`config.mk`:
```
export PLATFORM = sky130hd
export DESIGN_NAME = sequential_param
export DESIGN_NICKNAME = d
export VERILOG_FILES = /design/src/rtl/sequential_param.sv
export SDC_FILE = /design/constraint.sdc
export NUM_CORES = 1
export LEC_CHECK = 0
export ABC_AREA = 1
export ABC_CLOCK_PERIOD_IN_PS = 1950
export CAP_MARGIN = 0
export CORE_ASPECT_RATIO = 0.9
export CORE_MARGIN = 2
export CORE_UTILIZATION = 50
export DETAILED_ROUTE_END_ITERATION = 12
export DONT_BUFFER_PORTS = 1
export PLACE_DENSITY = 0.8
export SETUP_SLACK_MARGIN = 0.4
export SLEW_MARGIN = 0
export SYNTH_ARGS = -nofsm -noshare
export SYNTH_HDL_FRONTEND = slang
export SYNTH_SLANG_ARGS = --single-unit
export TNS_END_PERCENT = 1
```
`constraint.sdc`:
```
create_clock -name Clock -period 1.95 [get_ports Clock]
set_input_delay 0.195 -clock Clock [delete_from_list [all_inputs] [get_ports Clock]]
set_output_delay 0.195 -clock Clock [all_outputs]
set_load 0.02 [all_outputs]
```
`src/rtl/sequential_param.sv`:
```
`default_nettype none
// ============================================================================
// Module   : sequential_param
// Brief    : Parametrised WIDTH-bit counter / shift register with modulo
//            limit, wrap or saturate mode, programmable step, rotate,
//            serial outputs and terminal-count / sticky overflow flags.
// Revision : 1.0  initial release
// ============================================================================
module sequential_param #(
  parameter int                 WIDTH     = 16,
  parameter int                 STEP_W    = 4,
  parameter logic [WIDTH-1:0]   MAX_VALUE = {WIDTH{1'b1}},
  parameter int                 SATURATE  = 0
) (
  input  logic              Clock,
  input  logic              nReset,
  output logic [WIDTH-1:0]  CounterOut,
  input  logic [WIDTH-1:0]  CounterInData,
  input  logic              CounterInMSB,
  input  logic              CounterInLSB,
  input  logic [STEP_W-1:0] CounterStep,
  input  logic              DoClear,
  input  logic              DoLoad,
  input  logic              DoIncrement,
  input  logic              DoDecrement,
  input  logic              DoShiftL2R,
  input  logic              DoShiftR2L,
  input  logic              DoRotate,
  output logic              SerialOutLSB,
  output logic              SerialOutMSB,
  output logic              TerminalCount,
  output logic              Overflow
);

  // Count arithmetic runs one bit wider so MAX_VALUE+1 is representable.
  localparam logic [WIDTH:0] C_MAX_EXT = {1'b0, MAX_VALUE};
  localparam logic [WIDTH:0] C_MOD     = C_MAX_EXT + 1'b1;

  logic [WIDTH-1:0] value_q, value_d;
  logic             ser_lsb_q, ser_lsb_d;
  logic             ser_msb_q, ser_msb_d;
  logic             tc_q, tc_d;
  logic             ovf_q, ovf_d;

  // Operands: a value above the limit (left there by a shift) counts as MAX_VALUE.
  // The step is reduced modulo MAX_VALUE+1 so a step larger than the range
  // still wraps to the correct residue.
  logic [WIDTH:0]   v_ext;
  logic [WIDTH:0]   s_ext;
  logic [WIDTH:0]   s_mod;
  logic [WIDTH:0]   sum_raw;
  logic [WIDTH:0]   sum_mod;
  logic [WIDTH-1:0] inc_wrap;
  logic [WIDTH-1:0] dec_wrap;
  logic [WIDTH-1:0] shr_val;
  logic [WIDTH-1:0] shl_val;

  assign v_ext    = (value_q > MAX_VALUE) ? C_MAX_EXT : {1'b0, value_q};
  assign s_ext    = {{(WIDTH+1-STEP_W){1'b0}}, CounterStep};
  assign s_mod    = s_ext % C_MOD;
  assign sum_raw  = v_ext + s_ext;
  assign sum_mod  = v_ext + s_mod;
  assign inc_wrap = WIDTH'((sum_mod > C_MAX_EXT) ? (sum_mod - C_MOD) : sum_mod);
  assign dec_wrap = WIDTH'((s_mod <= v_ext) ? (v_ext - s_mod) : (v_ext + C_MOD - s_mod));
  assign shr_val  = {(DoRotate ? value_q[0] : CounterInMSB), value_q[WIDTH-1:1]};
  assign shl_val  = {value_q[WIDTH-2:0], (DoRotate ? value_q[WIDTH-1] : CounterInLSB)};

  // Next-state selection with fixed command priority; exactly one op per cycle.
  always_comb begin
    value_d   = value_q;
    ser_lsb_d = ser_lsb_q;
    ser_msb_d = ser_msb_q;
    tc_d      = 1'b0;
    ovf_d     = ovf_q;
    if (DoClear) begin
      value_d = '0;
      ovf_d   = 1'b0;
    end else if (DoLoad) begin
      if (CounterInData > MAX_VALUE) begin
        value_d = MAX_VALUE;
        ovf_d   = 1'b1;
      end else begin
        value_d = CounterInData;
        ovf_d   = 1'b0;
      end
    end else if (DoIncrement) begin
      if (s_ext != '0) begin
        if (sum_raw > C_MAX_EXT) begin
          tc_d    = 1'b1;
          ovf_d   = 1'b1;
          value_d = (SATURATE != 0) ? MAX_VALUE : inc_wrap;
        end else begin
          value_d = WIDTH'(sum_raw);
        end
      end
    end else if (DoDecrement) begin
      if (s_ext != '0) begin
        if (s_ext > v_ext) begin
          tc_d    = 1'b1;
          ovf_d   = 1'b1;
          value_d = (SATURATE != 0) ? '0 : dec_wrap;
        end else begin
          value_d = WIDTH'(v_ext - s_ext);
        end
      end
    end else if (DoShiftL2R) begin
      value_d   = shr_val;
      ser_lsb_d = value_q[0];
    end else if (DoShiftR2L) begin
      value_d   = shl_val;
      ser_msb_d = value_q[WIDTH-1];
    end
  end

  // State and flag registers, cleared asynchronously.
  always_ff @(posedge Clock or negedge nReset) begin
    if (!nReset) begin
      value_q   <= '0;
      ser_lsb_q <= 1'b0;
      ser_msb_q <= 1'b0;
      tc_q      <= 1'b0;
      ovf_q     <= 1'b0;
    end else begin
      value_q   <= value_d;
      ser_lsb_q <= ser_lsb_d;
      ser_msb_q <= ser_msb_d;
      tc_q      <= tc_d;
      ovf_q     <= ovf_d;
    end
  end

  assign CounterOut    = value_q;
  assign SerialOutLSB  = ser_lsb_q;
  assign SerialOutMSB  = ser_msb_q;
  assign TerminalCount = tc_q;
  assign Overflow      = ovf_q;

endmodule
`default_nettype wire

```
==> run summary <==
Post-synth EDFFs = 0
I/O pin total = 51
worst-case clock buffer depth = 2
RSZ-0062 raised after global routing = true
vias in the first global route = 3,032
Buf/Inv on CP = 2
Reg2Reg Setup Slack = -100 ps
total design power = 0.00171 W
critical path class = register to register
most frequent cell after synthesis = nand2_1
GRT overflow = 0
clk sinks = 20
vias post-DR = 3,153
CP dominant cell by count = inv_2
post-CTS setup buffer count = 0
Post-route DRC = 0
crit path launch type = register
Crit path max-delay family = adder cells
CP max-delay cell = dfrtp_2
prevailing post-synth register cell = dfrtp_1
worst slack at placement = -120 ps
pin count of the biggest net entering global routing = 21
Nets = 492
peak supply drop = 0.393 mV
share of flip-flops with an asynchronous set or reset = 1.00
period utilization = 1.05
Fin Setup TNS = -320 ps
Port Buffers = 0
Final ANT Viol Nets = 0
min Tclk post-route = 2050 ps
Synth top cells by count = nand2_1, nand3_1, nor2_1, inv_1, o21ai_0
fill cell count = 477
average cell area after synthesis = 5.80 um2
TritonCTS buffer count = 3
fin util = 0.591
layout cell share with drive strength beyond 1 = 0.169
Hold Path Stages = 2
post-synth cell types = 36
Leak = 1.45 nW
initial drt markers = 287
first-pass GRT wire length = 14,200 um
initial core utilization = 0.523
slew margin rel. = 0.284
Syn Std Cell Area = 2560 um2
Die Width = 79.4 um
Worst EP arrival = 2260 ps
maxcap violations = 0
crit end category = register
Routed WL per cell = 16.8 um
Synth area leader = dfrtp_1
drt total wl = 8660 um
CTS H-Tree Depth = 1
clk root buf = clkbuf_8
critical path required time = 2160 ps
Seq/Total Area, Yosys = 0.196
slowest stage delay, CP = 440 ps
Die ar. = 5710 um2
Via density = 6.12
ranking of synthesized cells by area = dfrtp_1, nand2_1, nand3_1
FF+latch count, synth = 20
Hold Path Class = primary input to register
CORE AREA = 4890 um2
Ant. Diodes = 0
pwr dens = 592 nW/um2
worst-path cell chain = inv_2 -> ha_4 -> inv_2 -> fa_2 -> nand3_1 -> nand4_1 -> o21ai_0 -> nand3b_1 -> a21oi_2
crit path max fanout = 3
Peak Freq = 487 MHz
clock skew = 3.69 ps
Layout area overhead = 13.1%
reg2reg start = CounterOut[0]
Final WS setup = -102 ps
Max Slew Vio Count = 0
Worst R2R Path Depth = 9
Hold Crit Start = CounterInData[3]
final hold violation count = 0
status = finished, violations left
HPWL after DPL = 6350 um
clock-pin slew on the worst setup and hold paths = 90 ps
worst slew pin tran = 1070 ps
dpl cell area = 2740 um2
All-Layer GR Usage = 0.315
R2R Path End = Overflow
hold endpoint = CounterOut[3]
final instance area = 2890 um2
row count = 24
syn_nets = 482
failing checks = setup timing
initial antenna violation count = 0
CTS tree = built
DIE HEIGHT = 71.9 um
post-synthesis cell count = 441
Yosys top cell area share = 0.196
Synth Warn # = 0
final setup fails = 9
drt first pass iters = 6
Skew-Pair Late Insertion Delay = 270 ps
GP Congestion = 0.997
cell usage in the layout (no fill, tap or decap), types with 3 or more instances in the layout:
cell / instances
nor2_2: 12
o21ai_1: 3
o211ai_1: 6
nand3_2: 3
nor2_1: 49
inv_2: 5
nand2_1: 123
nand3_1: 56
clkbuf_8: 3
a21oi_1: 17
o21ai_0: 30
inv_1: 43
nand4_1: 10
nor3_1: 3
nand2_2: 5
ha_1: 4
nand2_4: 3
buf_4: 26
dfrtp_1: 18
where the power goes:
| group | total [W] | internal (W) | switching (W) |
|---|---|---|---|
| Combinational | 0.000730 | 0.000264 | 0.000466 |
| Sequential | 0.000538 | 0.000452 | 0.0000857 |
| Clock | 0.000446 | 0.000275 | 0.000171 |
| Total | 0.00171 | 0.000991 | 0.000722 |
layout make-up:
cell class / instances / area, um2 / area share
tap: 65 / 81.3 / 0.0281
clock inverter: 1 / 30.0 / 0.0104
sequential: 20 / 503 / 0.174
clock buffer: 3 / 41.3 / 0.0143
multi-input combinational: 349 / 1840 / 0.637
timing repair buffer: 27 / 205 / 0.0709
inverter: 50 / 190 / 0.0657
sequential cells by signal, summed over array words and instances (netlist names):
name	flops
Overflow	1
SerialOutMSB	1
CounterOut	16
TerminalCount	1
SerialOutLSB	1
metrics by stage:
step	hold slack [ps]	instances
detailed placement	-100	510
global placement	-100	510
global route	87.4	515
finish	74.7	515
floorplan	-101	441
CTS	74.2	515
logic make-up after synthesis:
| group | share of synthesized area |
|---|---|
| and+or+nand+nor | 0.473 |
| buffers and inverters | 0.122 |
| xor gates and xnor gates | 0.00685 |
| adders and majority gates | 0.0548 |
| DFF | 0.196 |
| AOI/OAI and AO/OA | 0.148 |
per-layer routing:
layer  track usage  wire length [um]  up-vias
met2         0.497              3880      213
li1              -                 -     1446
met5             0                 0        -
met1         0.430              3610     1463
met3        0.0617               960       31
met4         0.117               204        0
repair_timing:
item / in CTS / in global routing
endpoints found under the setup margin: 17 / 17
pin swaps: 19 / 11
hold endpoints to repair: 20 / 0
gates resized for setup: 10 / 11
hold buffers: 1 / 0
how the worst max path moves through the flow:
stage                              from        endpoint  slack (ps)  depth (start not counted)
after CTS                 CounterOut[0]        Overflow         -20                         12
after global placement    CounterOut[0]        Overflow         -90                         12
after global routing      CounterOut[0]        Overflow        -200                          9
final                     CounterOut[0]        Overflow        -100                          9
after floorplan           CounterOut[0]  CounterOut[14]          50                         14
after detailed placement  CounterOut[0]        Overflow        -120                         12
Note: power is estimated with default switching activity, not from simulation.
